### src/rtl/dbus_arb.sv
// -----------------------------------------------------------------------------
// dbus_arb : two-master arbiter for the internal data bus (BSC + peripherals).
//
//   Master 0 = cache/CPU path, master 1 = DMAC port. The arbiter sequences
//   grants through IDLE -> OWNx -> TURN -> IDLE. It holds the grant while the
//   owner asserts LOCK, and it generates a per-master WAIT.
//   The datapath is not registered. The slave-side muxes are steered by the
//   registered one-hot GNT.
//
// Ports:
//   CLK, RST (async, active high), CE_R (state advances only when 1)
//   RR_EN          : 1 = round robin, 0 = fixed priority (M1 wins)
//   Mx_A/DI/BA/WE  : master request fields, held stable while Mx_WAIT=1
//   Mx_REQ/Mx_LOCK : level request / hold grant across transfers
//   Mx_WAIT        : stall to master
//   M_DO           : read data broadcast to both masters
//   S_A/DO/BA/WE/REQ/LOCK : slave side, driven from the current owner
//   S_DI           : slave read data
//   S_BUSY         : slave not ready
//   GNT            : one-hot current owner
//   TOUT_IRQ       : slave-busy timeout pulse (only with DBUS_ARB_TIMEOUT_EN)
//
// Optional feature: define DBUS_ARB_TIMEOUT_EN to add the TIMEOUT parameter,
// the TOUT_IRQ output and an 8-bit busy counter. When the counter expires, it
// forces completion with all-ones read data.
// -----------------------------------------------------------------------------
module dbus_arb #(
  parameter bit RR_DEFAULT = 1'b0
`ifdef DBUS_ARB_TIMEOUT_EN
  , parameter int unsigned TIMEOUT = 255
`endif
) (
  input  logic        CLK,
  input  logic        RST,
  input  logic        CE_R,
  input  logic        RR_EN,
  input  logic [31:0] M0_A,
  input  logic [31:0] M1_A,
  input  logic [31:0] M0_DI,
  input  logic [31:0] M1_DI,
  input  logic [3:0]  M0_BA,
  input  logic [3:0]  M1_BA,
  input  logic        M0_WE,
  input  logic        M1_WE,
  input  logic        M0_REQ,
  input  logic        M1_REQ,
  input  logic        M0_LOCK,
  input  logic        M1_LOCK,
  output logic        M0_WAIT,
  output logic        M1_WAIT,
  output logic [31:0] M_DO,
  output logic [31:0] S_A,
  output logic [31:0] S_DO,
  output logic [3:0]  S_BA,
  output logic        S_WE,
  output logic        S_REQ,
  output logic        S_LOCK,
  input  logic [31:0] S_DI,
  input  logic        S_BUSY,
`ifdef DBUS_ARB_TIMEOUT_EN
  output logic        TOUT_IRQ,
`endif
  output logic [1:0]  GNT
);

  typedef enum logic [1:0] {
    ST_IDLE = 2'd0,
    ST_OWN0 = 2'd1,
    ST_OWN1 = 2'd2,
    ST_TURN = 2'd3
  } state_t;

  state_t     state_q, state_d;
  logic [1:0] gnt_q, gnt_d;
  logic       last_q, last_d;   // master that completed most recently
  logic       rr_q, rr_d;       // arbitration mode used by the next IDLE decision
  logic       done_s;           // normal completion this cycle
  logic       tout_s;           // forced completion this cycle
  logic       xfer_end_s;

  // Slave-side mux steered by the registered grant; nothing is driven in IDLE/TURN.
  always_comb begin
    S_A    = 32'd0;
    S_DO   = 32'd0;
    S_BA   = 4'd0;
    S_WE   = 1'b0;
    S_REQ  = 1'b0;
    S_LOCK = 1'b0;
    if (gnt_q[1]) begin
      S_A    = M1_A;
      S_DO   = M1_DI;
      S_BA   = M1_BA;
      S_WE   = M1_WE;
      S_REQ  = M1_REQ;
      S_LOCK = M1_LOCK;
    end else if (gnt_q[0]) begin
      S_A    = M0_A;
      S_DO   = M0_DI;
      S_BA   = M0_BA;
      S_WE   = M0_WE;
      S_REQ  = M0_REQ;
      S_LOCK = M0_LOCK;
    end else begin
      S_A    = 32'd0;
      S_DO   = 32'd0;
      S_BA   = 4'd0;
      S_WE   = 1'b0;
      S_REQ  = 1'b0;
      S_LOCK = 1'b0;
    end
  end

  assign done_s     = S_REQ & ~S_BUSY;
  assign xfer_end_s = done_s | tout_s;

  // WAIT follows REQ and drops only in the owner's completion cycle.
  assign M0_WAIT = M0_REQ & ~(gnt_q[0] & xfer_end_s);
  assign M1_WAIT = M1_REQ & ~(gnt_q[1] & xfer_end_s);
  assign M_DO    = tout_s ? 32'hFFFF_FFFF : S_DI;
  assign GNT     = gnt_q;

`ifdef DBUS_ARB_TIMEOUT_EN
  localparam logic [7:0] TOUT_LAST = 8'(TIMEOUT - 32'd1);

  logic [7:0] tcnt_q, tcnt_d;

  // The limit is hit in the busy cycle that would be the TIMEOUT-th one.
  assign tout_s   = S_REQ & S_BUSY & (tcnt_q == TOUT_LAST);
  assign TOUT_IRQ = tout_s;

  // Busy-cycle counter next state.
  always_comb begin
    tcnt_d = tcnt_q;
    if ((state_q == ST_IDLE) || done_s || tout_s) begin
      tcnt_d = 8'd0;
    end else if (S_REQ && S_BUSY) begin
      tcnt_d = tcnt_q + 8'd1;
    end else begin
      tcnt_d = tcnt_q;
    end
  end

  // Busy-cycle counter register.
  always_ff @(posedge CLK or posedge RST) begin
    if (RST) begin
      tcnt_q <= 8'd0;
    end else if (CE_R) begin
      tcnt_q <= tcnt_d;
    end
  end
`else
  assign tout_s = 1'b0;
`endif

  // Grant sequencing next state.
  always_comb begin
    state_d = state_q;
    gnt_d   = gnt_q;
    last_d  = last_q;
    rr_d    = rr_q;
    case (state_q)
      ST_IDLE: begin
        rr_d = RR_EN;
        // M1 wins a tie under fixed priority, or under round robin when M0 went last.
        if (M1_REQ && (!M0_REQ || !rr_q || !last_q)) begin
          state_d = ST_OWN1;
          gnt_d   = 2'b10;
        end else if (M0_REQ) begin
          state_d = ST_OWN0;
          gnt_d   = 2'b01;
        end else begin
          state_d = ST_IDLE;
          gnt_d   = 2'b00;
        end
      end
      ST_OWN0, ST_OWN1: begin
        if (tout_s) begin
          // A forced completion always releases the bus, lock or not.
          last_d  = (state_q == ST_OWN1);
          state_d = ST_TURN;
          gnt_d   = 2'b00;
        end else if (done_s) begin
          last_d = (state_q == ST_OWN1);
          if (S_LOCK) begin
            state_d = state_q;
            gnt_d   = gnt_q;
          end else begin
            state_d = ST_TURN;
            gnt_d   = 2'b00;
          end
        end else if (!S_REQ && !S_LOCK) begin
          state_d = ST_TURN;
          gnt_d   = 2'b00;
        end else begin
          state_d = state_q;
          gnt_d   = gnt_q;
        end
      end
      ST_TURN: begin
        // The mode is refreshed only between ownerships.
        rr_d    = RR_EN;
        state_d = ST_IDLE;
        gnt_d   = 2'b00;
      end
      default: begin
        state_d = ST_IDLE;
        gnt_d   = 2'b00;
      end
    endcase
  end

  // FSM and registered grant; CE_R=0 freezes everything.
  always_ff @(posedge CLK or posedge RST) begin
    if (RST) begin
      state_q <= ST_IDLE;
      gnt_q   <= 2'b00;
      last_q  <= 1'b0;
      rr_q    <= RR_DEFAULT;
    end else if (CE_R) begin
      state_q <= state_d;
      gnt_q   <= gnt_d;
      last_q  <= last_d;
      rr_q    <= rr_d;
    end
  end

endmodule

### config.mk
export PLATFORM = sky130hd
export DESIGN_NAME = dbus_arb
export DESIGN_NICKNAME = d
export VERILOG_FILES = /design/src/rtl/dbus_arb.sv
export SDC_FILE = /design/constraint.sdc
export NUM_CORES = 1
export LEC_CHECK = 0
export ABC_AREA = 1
export BUFFER_PORTS_ARGS = -buffer_cell sky130_fd_sc_hd__buf_2
export CORE_AREA = 2 2 109 111
export CTS_CLUSTER_SIZE = 16
export DETAILED_ROUTE_END_ITERATION = 8
export DIE_AREA = 0 0 111 113
export GPL_TIMING_DRIVEN = 0
export SLEW_MARGIN = 20
export SYNTH_ARGS = -nofsm -noshare
export SYNTH_HDL_FRONTEND = slang
export SYNTH_SLANG_ARGS = --single-unit
### constraint.sdc
create_clock -name CLK -period 1.7 [get_ports CLK]
set_input_delay 0.17 -clock CLK [delete_from_list [all_inputs] [get_ports CLK]]
set_output_delay 0.17 -clock CLK [all_outputs]
set_load 0.05 [all_outputs]
Word level (Yosys, flattened, before mapping)
Cells that the tools add are included.

word-level totals
  bits of input ports = 179
  register bits = 6
  output and inout port bits = 107
  word-level logic and storage cells = 54

operators by class
  eq/ne operators = 5
  reduce and logical (&&, ||, !) cells = 15
  mux-type cells = 22
  bitwise gates (word level) = 8

operators with widths
  kind                number
  $mux 32             4
  $mux 2              7
  $pmux 2 s3          2
  $mux 4              2
  $mux 1              7
  $ne 3x3->1 const B  2
  $reduce_and 3->1    2
  $and 1x1->1         5
  $logic_not 1->1     5
  $eq 2x2->1 const B  2
  $reduce_or 2->1     2
  $not 1->1           3
  $eq 2x1->1 const B  1
  $logic_and 1x1->1   2
  $logic_not 2->1     1
  $logic_or 1x1->1    2
  $reduce_and 2->1    1

Depth between registers and ports, before layout
Gate-level depths: netlist (run 1).

  depth after elaboration = 7
  gate-level depth with buffers = 8
  gate-level depth less buffers = 8

Least setup slack after synthesis (run 1)
Ideal clock, no wire load.

  path kind = reg2out
  start point = reg gnt_q[1], in the netlist GNT[1]
  end point = out M1_WAIT
  arrival = 1959 ps
  stages on the path, launching flop included = 3
  data required time = 1530 ps
  buffers on the path = 1
  setup slack = -429 ps
  cells stage by stage = dfrtp_1 > buf_4 > a21boi_0

between the ends
  longest elaborated chain between the ends = 5

ends and longest elaborated chain
  what                    line  source
  start, declared         74    logic [1:0] gnt_q, gnt_d;
  start signal, assigned  221   gnt_q <= gnt_d;
  $mux 1                  89    if (gnt_q[1]) begin
  $and 1x1->1             113   assign done_s = S_REQ & ~S_BUSY;
  $and 1x1->1 *           118   assign M1_WAIT = M1_REQ & ~(gnt_q[1] & xfer_end_s);
  $not 1->1 *             118
  $and 1x1->1 *           118
  end, declared           50    output logic M1_WAIT,

Mark *: on every way between the ends. The rest lies on a longest branch, timed or not.

Worst setup path in the final report (run 1)
  start point = reg gnt_q[0], in the netlist GNT[0]
  end point = out S_A[14]

between the ends
  longest elaborated chain between the ends = 2

ends and longest elaborated chain
  what           line  source
  $mux 32        96    end else if (gnt_q[0]) begin
  $mux 32        89
  end, declared  52    output logic [31:0] S_A,

Every way passes these cells.

==> results of run 1 <==
-- worst reg2reg max path, stage by stage (launching register included) --
cell and delay (ps):
dfrtp_1 370, inv_1 80, ha_1 310, or2_1 250, buf_6 140, mux2_4 290
-- cells in the final DEF (no fill, tap or decap), drive strengths merged, types with 2 or more instances in the layout --
| cell | count |
|---|---|
| clkbuf | 46 |
| nand2 | 159 |
| buf | 266 |
| dfrtp | 6 |
| ha | 3 |
| nand3 | 78 |
| inv | 11 |
| o21ai | 2 |
-- power breakdown --
group	internal (mW)	switching [mW]
clock	0.312	0.0952
combinational	1.47	3.75
sequential	0.210	0.0803
-- logic make-up after synthesis --
kind of cell | synth area share
adder cells (fa/ha/maj) | 0.0229
multiplexers | 0.00915
AND/OR/NAND/NOR | 0.620
flip-flops | 0.0915
buffers and inverters | 0.240
AO/OA/AOI/OAI | 0.0160
-- worst paths after layout --
kind                                  from    endpoint  slack, ps  depth (start not counted)
worst max-delay path                GNT[0]     S_A[14]         70                          4
worst min-delay path                 RR_EN        rr_q        170                          2
worst max register to register  state_q[1]        rr_q        160                          5
worst min register to register      last_q      last_q        490                          2
max in group asynchronous              RST      GNT[1]       1070                          3
min in group asynchronous              RST  state_q[0]        400                          3
-- flip-flops by register name (all words and copies together) (netlist names) --
signal   cells
last_q       1
rr_q         1
state_q      2
GNT          2
-- timing repair --
action                                  4_1_cts  5_1_grt
resized for setup                            43       51
endpoints found under the setup margin       70       68
hold buffers                                  1        0
hold endpoints to repair                      6        0
-- layout make-up --
cell class,instances,share of cell area
clock buffers,4,0.0225
well taps,143,0.0510
inverters,12,0.0153
multi-input cells,249,0.350
flip-flops and latches,6,0.0435
repair buffers,254,0.399
plain buffers,55,0.118
-- per-layer routing --
metal,vias to the layer above,wire length [um],global-route usage
met2,137,4590,0.237
met3,6,621,0.0230
met4,0,61,0.0233
met5,-,0,0
li1,1508,-,-
met1,1221,3700,0.162
-- through the flow --
step | util | setup WS [ps]
floorplan | - | 6.81
global placement | 0.285 | -91.9
detailed placement | 0.285 | -97.4
CTS | 0.301 | -2.73
global route | 0.311 | -15.0
finish | 0.311 | 70.0
==> results_dict.tcl, run 1 <==
set metrics [dict create \
    grt_antenna_before_repair 0 \
    core_area_mm2 0.0113 \
    path_delay_family "buffers and inverters" \
    vias 2872 \
    grt_usage 0.130 \
    critPathKind "register to output port" \
    cp_slowest_stage_delay_ps 510 \
    multi_input_comb_area_mm2 0.00123 \
    ios 286 \
    drive_above_1_share 0.641 \
    netlist.area_leader.share 0.357 \
    cts-root-buf "clkbuf_16" \
    start_kind "register" \
    synth-seq-area-share 0.0915 \
    tritoncts_num_sinks 6 \
    cts_max_path_buffers 2 \
    rsz0062_at_grt "true" \
    dieHeight_um 113 \
    period_minus_slack_ps 1630 \
    place_area_mm2 0.00322 \
    hold_path_class "input pin to register" \
    rows 39 \
    synth_fp_nets 505 \
    p_leak_nw 2.18 \
    dominantRegCellSynth "dfrtp_1" \
    path_buf_inv 2 \
    timing.setup.tns_ps 0 \
    whs_ps 170 \
    required_ps 1530 \
    die_x_um 111 \
    clk_pin_slew_ps 40 \
    cp_data_arrival_time_ps 1460 \
    initial_core_util 0.146 \
    end_kind "output port" \
    slowest_stage "dfrtp_2" \
    tightest_slew_ps 266 \
    drv_slew 0 \
    yosysUniqueCellTypes 20 \
    synth_area_leaders "nand2_1, nand3_1, buf_4" \
    yosysTopAreaCell "nand2_1" \
    dp_hpwl_um 7450 \
    design_area_mm2 0.00351 \
    fillers 1293 \
    max_slew_margin 0.823 \
    fin_nets 763 \
    finalSetupViolCount 0 \
    syn_avg_cell_area_um2 5.08 \
    finalPower_mw 5.92 \
    netlist_area_mm2 0.00164 \
    via_per_inst 3.97 \
    path_cells "clkbuf_4 > nand3_1 > nand2_2 > buf_2" \
    ys_warn_count 0 \
    htree_levels 1 \
    irDropWorstVdd_uv 772 \
    grt_pass1_wl_um 13500 \
    cts_tree "built" \
    regArea_um2 153 \
    finalCritPeriodShare 0.959 \
    wirelength_um 8970 \
    cp_max_fo 11 \
    synth_top_cells_by_count "nand2_1, nand3_1, buf_4, clkbuf_1, inv_1" \
    antenna_left 0 \
    fin_skew_ps 2.43 \
    cts_setup_buffers 0 \
    power_per_cell_area_mw_per_mm2 1690 \
    numCtsBuffers 3 \
    synth-seq-cells 6 \
    gr-total-overflow 0 \
    ys_async_sr_fraction 1.00 \
    outcome "complete, no violations" \
    synth_most_common_cell "nand2_1" \
    grt_start_max_net_pins 12 \
    area_growth_pct 114 \
    place.port_buffers 253 \
    grt_pass1_vias 2665 \
    avgRoutedWirePerCell_um 12.4 \
    final_cells 723 \
    clk-insertion-delay-late_ps 240 \
    hold_violations 0 \
    firstDrtPassIters 4 \
    synth_cells 323 \
    drc 0 \
    routabilityCongestion 0.860 \
    synth-edff-count 0 \
    dieArea_mm2 0.0125 \
    place_inst 719 \
    first_iter_violations 124 \
    fmax_ghz 0.614 \
    diodes 0 \
    maxCapViolCount 0 \
]
(Power assumes the default switching activity.)
==> inputs of run 2 (changes only) <==
--- a/config.mk
+++ b/config.mk
@@ -7,10 +7,10 @@
 export LEC_CHECK = 0
 export ABC_AREA = 1
 export BUFFER_PORTS_ARGS = -buffer_cell sky130_fd_sc_hd__buf_2
-export CORE_AREA = 2 2 109 111
+export CORE_AREA = 2 2 112 114
 export CTS_CLUSTER_SIZE = 16
 export DETAILED_ROUTE_END_ITERATION = 8
-export DIE_AREA = 0 0 111 113
+export DIE_AREA = 0 0 114 116
 export GPL_TIMING_DRIVEN = 0
 export SLEW_MARGIN = 20
 export SYNTH_ARGS = -nofsm -noshare
==> constraint.sdc (replaced) <==
create_clock -name CLK -period 1.3 [get_ports CLK]
set_input_delay 0.13 -clock CLK [delete_from_list [all_inputs] [get_ports CLK]]
set_output_delay 0.13 -clock CLK [all_outputs]
set_load 0.05 [all_outputs]
==> run 2 against run 1 <==
The flow now finishes with violations (setup timing). Non-clock buffer count is 12 higher. Final area is 45% higher. First-iteration DRC count is 21% lower. Clock skew is 1.4 ps lower.
==> results_dict.tcl, run 2 (synthesized netlist as in run 1, its figures left out) <==
set metrics [dict create \
    cts_max_path_buffers 2 \
    dieArea_mm2 0.0132 \
    dieHeight_um 116 \
    period_minus_slack_ps 1540 \
    critPathKind "register to output port" \
    path_cells "inv_8 > buf_8 > buf_8 > nand3_4 > nand2_4 > buf_8" \
    grt_pass1_wl_um 14600 \
    hold_path_class "input pin to register" \
    ios 286 \
    rsz0062_at_grt "true" \
    start_kind "register" \
    grt_pass1_vias 3042 \
    first_iter_violations 98 \
    core_area_mm2 0.0119 \
    p_leak_nw 2.55 \
    htree_levels 1 \
    finalSetupViolCount 78 \
    violations "setup timing" \
    drv_slew 0 \
    drive_above_1_share 0.775 \
    initial_core_util 0.138 \
    firstDrtPassIters 4 \
    via_per_inst 4.20 \
    tightest_slew_ps 266 \
    grt_usage 0.137 \
    die_x_um 114 \
    fin_nets 775 \
    slowest_stage "dfrtp_2" \
    path_buf_inv 4 \
    path_delay_family "buffers and inverters" \
    tritoncts_num_sinks 6 \
    irDropWorstVdd_uv 966 \
    crit_top_cell "buf_8" \
    finalCritPeriodShare 1.19 \
    grt_antenna_before_repair 0 \
    outcome "complete, but fails checks" \
    fin_skew_ps 1.00 \
    finalPower_mw 11.0 \
    mostFrequentLayoutCells "buf_2, nand2_1, nand2_4" \
    maxCapViolCount 0 \
    hold_violations 0 \
    timing.setup.tns_ps -14070 \
    required_ps 1170 \
    place.port_buffers 253 \
    cts_tree "built" \
    drc 0 \
    wirelength_um 10300 \
    routabilityCongestion 0.782 \
    clk_pin_slew_ps 40 \
    area_growth_pct 210 \
    clk-insertion-delay-late_ps 230 \
    fmax_ghz 0.649 \
    max_slew_margin 0.822 \
    dp_hpwl_um 7300 \
    rows 40 \
    vias 3101 \
    cp_data_arrival_time_ps 1410 \
    layout_commonest_cell "buf_2" \
    dp_slack_ps -393 \
    setup_slack_ps -242 \
    gr-total-overflow 0 \
    grt_start_max_net_pins 11 \
    numCtsBuffers 3 \
    cp_max_fo 8 \
    power_per_cell_area_mw_per_mm2 2150 \
    diodes 0 \
    avgRoutedWirePerCell_um 14.0 \
    cts-root-buf "clkbuf_16" \
    antenna_left 0 \
    cp_slowest_stage_delay_ps 460 \
    end_kind "output port" \
]
==> run 2: cell count changes in the layout (fill, tap and decap cells not counted), moves of 9 or more <==
cell      change
buf_2        -31
buf_6        +38
buf_8        +36
clkbuf_4     -41
clkbuf_8      +9
nand2_1      -28
nand2_2      -46
nand2_4      +72
nand3_1      -40
nand3_2      +19
nand3_4      +21
==> run 2: report_power, final <==
part,switching [mW],internal (mW)
combinational,6.14,3.93
clock,0.126,0.409
sequential,0.0741,0.275
==> run 2: final timing paths <==
path | cells after the start | slack (ps) | startpoint | endpoint
max | 6 | -240 | GNT[1] | S_DO[31]
max in group asynchronous | 3 | 700 | RST | GNT[1]
min | 2 | 130 | RR_EN | rr_q
min reg2reg | 1 | 520 | rr_q | rr_q
min in group asynchronous | 3 | 370 | RST | state_q[0]
max reg2reg | 4 | -50 | state_q[0] | rr_q
==> run 2: timing repair <==
action	in CTS	in global routing
gates resized for setup	255	52
setup buffers	9	1
setup endpoints to repair	75	79
cloned	2	0
pin swaps	4	8
hold buffers	1	0
hold endpoints to repair	6	0
==> run 2: layer usage <==
metal | wire (um) | part of all wire | GRT usage
met1 | 3790 | 0.37 | 0.161
met2 | 5560 | 0.54 | 0.258
met3 | 720 | 0.070 | 0.0178
met4 | 263 | 0.025 | 0.0382
met5 | 0 | 0 | 0
==> run 2: metrics by stage <==
stage / hold WS [ps] / instance area (um2) / std cells / util
floorplan: -79.2 / 2250 / 323 / -
global placement: 63.1 / 3700 / 723 / 0.311
detailed placement: 65.8 / 3700 / 723 / 0.311
CTS: 125 / 4860 / 739 / 0.408
global route: 144 / 5080 / 739 / 0.427
finish: 127 / 5080 / 739 / 0.427
==> run 2: layout make-up <==
type	instances	area, um2
Sequential cell	6	153
Fill cell	1207	6830
Multi-Input combinational cell	249	2070
Buffer	55	533
Inverter	12	56.3
Clock buffer	4	78.8
Timing Repair Buffer	266	2010
Tap cell	147	184
==> inputs of run 3 (changes only) <==
--- a/config.mk
+++ b/config.mk
@@ -5,12 +5,11 @@
 export SDC_FILE = /design/constraint.sdc
 export NUM_CORES = 1
 export LEC_CHECK = 0
-export ABC_AREA = 1
 export BUFFER_PORTS_ARGS = -buffer_cell sky130_fd_sc_hd__buf_2
-export CORE_AREA = 2 2 112 114
+export CORE_AREA = 2 2 111 113
 export CTS_CLUSTER_SIZE = 16
 export DETAILED_ROUTE_END_ITERATION = 8
-export DIE_AREA = 0 0 114 116
+export DIE_AREA = 0 0 113 115
 export GPL_TIMING_DRIVEN = 0
 export SLEW_MARGIN = 20
 export SYNTH_ARGS = -nofsm -noshare
==> run 3 against run 2 <==
The run ends with DRC, setup timing left. Die area decreased by 1.7%. Critical path depth unchanged. Clock power decreased by 5.2%. Clock skew increased by 3.5 ps. Combinational power decreased by 9%. Fmax decreased by 9.7%. Largest power group unchanged.
==> results_dict.tcl, run 3 <==
set metrics [dict create \
    place.port_buffers 253 \
    first_iter_violations 61 \
    fin_skew_ps 4.47 \
    gr-usage-met3 0.0142 \
    r2r_end "state_q[1]" \
    max_slew_margin 0.808 \
    synth_fp_nets 340 \
    fillers 1183 \
    cts-root-buf "clkbuf_16" \
    drv_slew 0 \
    syn_avg_cell_area_um2 8.47 \
    dieArea_mm2 0.0130 \
    synth-seq-cells 6 \
    yosysTopAreaCell "a22o_1" \
    post-route-util 0.367 \
    die_x_um 113 \
    firstDrtPassIters 8 \
    area_growth_pct 224 \
    place_area_mm2 0.00347 \
    yosysUniqueCellTypes 29 \
    dieHeight_um 115 \
    path_delay_family "compound AO/OA/AOI/OAI gates" \
    via_per_inst 4.09 \
    cp_data_arrival_time_ps 1850 \
    grt_usage 0.111 \
    path_depth 6 \
    grt_pass1_wl_um 11600 \
    gr-total-overflow 0 \
    routabilityCongestion 0.702 \
    wirelength_um 8610 \
    dp_hpwl_um 6690 \
    netlist.area_leader.share 0.452 \
    fin_nets 611 \
    vias 2349 \
    min_from "RR_EN" \
    layout_commonest_cell "buf_2" \
    end_kind "register" \
    netlist_area_mm2 0.00134 \
    cts_max_path_buffers 2 \
    initial_core_util 0.113 \
    grt_pass1_vias 2343 \
    start_kind "register" \
    hold-path-endpoint "rr_q" \
    grt_start_max_net_pins 11 \
    reg2reg_from "GNT[1]" \
    rows 40 \
    p_leak_nw 2.42 \
    finalCritPeriodShare 1.31 \
    rsz0062_at_grt "true" \
    avgRoutedWirePerCell_um 15.0 \
    antenna_left 0 \
    synth_most_common_cell "a22o_1" \
    irDropWorstVdd_uv 1280 \
    finalSetupViolCount 78 \
    required_ps 1440 \
    htree_levels 1 \
    violations "DRC, setup timing" \
    path_buf_inv 3 \
    mostFrequentLayoutCells "buf_2, a22o_4, buf_4" \
    drive_above_1_share 0.937 \
    slowest_stage "dfrtp_2" \
    grt_antenna_before_repair 0 \
    tritoncts_num_sinks 6 \
    period_minus_slack_ps 1710 \
    clk_pin_slew_ps 40 \
    dominantRegCellSynth "dfrtp_1" \
    tightest_slew_ps 285 \
    critPathKind "register to register" \
    cp_slowest_stage_delay_ps 440 \
    rrSetupSlack_ps -410 \
    maxCapViolCount 0 \
    r2r_cells 6 \
    synth-seq-area-share 0.112 \
    synth_area_leaders "a22o_1, buf_4, dfrtp_1" \
    design_area_mm2 0.00434 \
    core_area_mm2 0.0118 \
    ys_async_sr_fraction 1.00 \
    cp_max_fo 5 \
    power_per_cell_area_mw_per_mm2 2320 \
    diodes 0 \
    grtUsageMet1 0.127 \
    synth-edff-count 0 \
    drc 19 \
    hold_path_class "input pin to register" \
    whs_ps 136 \
    numCtsBuffers 3 \
    hold-path-cell-count 3 \
    hold_violations 0 \
    outcome "complete, but fails checks" \
    setup_slack_ps -408 \
    path_cells "clkbuf_16 > a22oi_2 > inv_4 > a221oi_4 > buf_6 > mux2i_2" \
    grt.busiest_layer "met2" \
    met2_usage 0.225 \
    synth_top_cells_by_count "a22o_1, buf_4, clkbuf_1, dfrtp_1, inv_1" \
    cts_tree "built" \
    clk-insertion-delay-late_ps 230 \
    ys_warn_count 0 \
    fmax_ghz 0.586 \
    synth_cells 158 \
    ios 286 \
]
run 3: worst max path at each step:
| stage | start | to | slack [ps] |
|---|---|---|---|
| 5_1_grt | GNT[1] | state_q[1] | -530 |
| 6_report | GNT[1] | state_q[1] | -410 |
| 3_5_place_dp | state_q[0] | GNT[1] | -540 |
| 3_3_place_gp | GNT[1] | GNT[1] | -530 |
| 2_1_floorplan | GNT[0] | GNT[1] | -630 |
| 4_1_cts | GNT[1] | state_q[1] | -440 |
run 3: cells by family after synthesis:
family / after synthesis / share of synthesized area
compound gates: 78 / 0.524
buf+inv: 55 / 0.251
simple gates: 11 / 0.0430
flops: 6 / 0.112
mux: 5 / 0.0421
fa+ha+maj: 3 / 0.0281
run 3: layout make-up:
cell class	instances	area [um2]	area share
Inverter	7	28.8	0.00663
Multi-Input combinational cell	97	1510	0.348
Timing Repair Buffer	268	1880	0.434
Buffer	46	505	0.117
Tap cell	147	184	0.0424
Sequential cell	6	153	0.0352
Clock buffer	4	78.8	0.0182
run 3: worst reg2reg max path, stage by stage (launching register included):
cell	delay [ps]
dfrtp_2	440
clkbuf_16	180
a22oi_2	260
inv_4	70
a221oi_4	290
buf_6	170
mux2i_2	200
run 3: per-stage QoR:
stage	TNS [ps]	power, mW	setup slack (ps)	cells
6_report	-26930	10.1	-408	575
2_1_floorplan	-12220	6.32	-633	158
4_1_cts	-26880	9.52	-440	571
3_3_place_gp	-18200	7.57	-525	558
5_1_grt	-30340	10.5	-525	575
3_5_place_dp	-18770	7.62	-542	558
run 3: where the power goes:
| part | switching, mW | leakage (nW) | internal, mW |
|---|---|---|---|
| Clock | 0.101 | 0.0382 | 0.406 |
| Combinational | 5.16 | 2.31 | 4.05 |
| Sequential | 0.0726 | 0.0738 | 0.278 |
run 3: layer usage:
| metal | wire length (um) | vias to the layer above |
|---|---|---|
| met2 | 4760 | 145 |
| met5 | 0 | - |
| li1 | - | 1127 |
| met1 | 3140 | 1073 |
| met4 | 39 | 0 |
| met3 | 670 | 4 |
run 3: repair_timing:
item,in CTS,in global routing
setup buffers,6,3
hold endpoints to repair,6,0
pin swaps,3,3
hold buffers,1,0
gates cloned,3,2
setup endpoints to repair,78,78
resized for setup,135,44
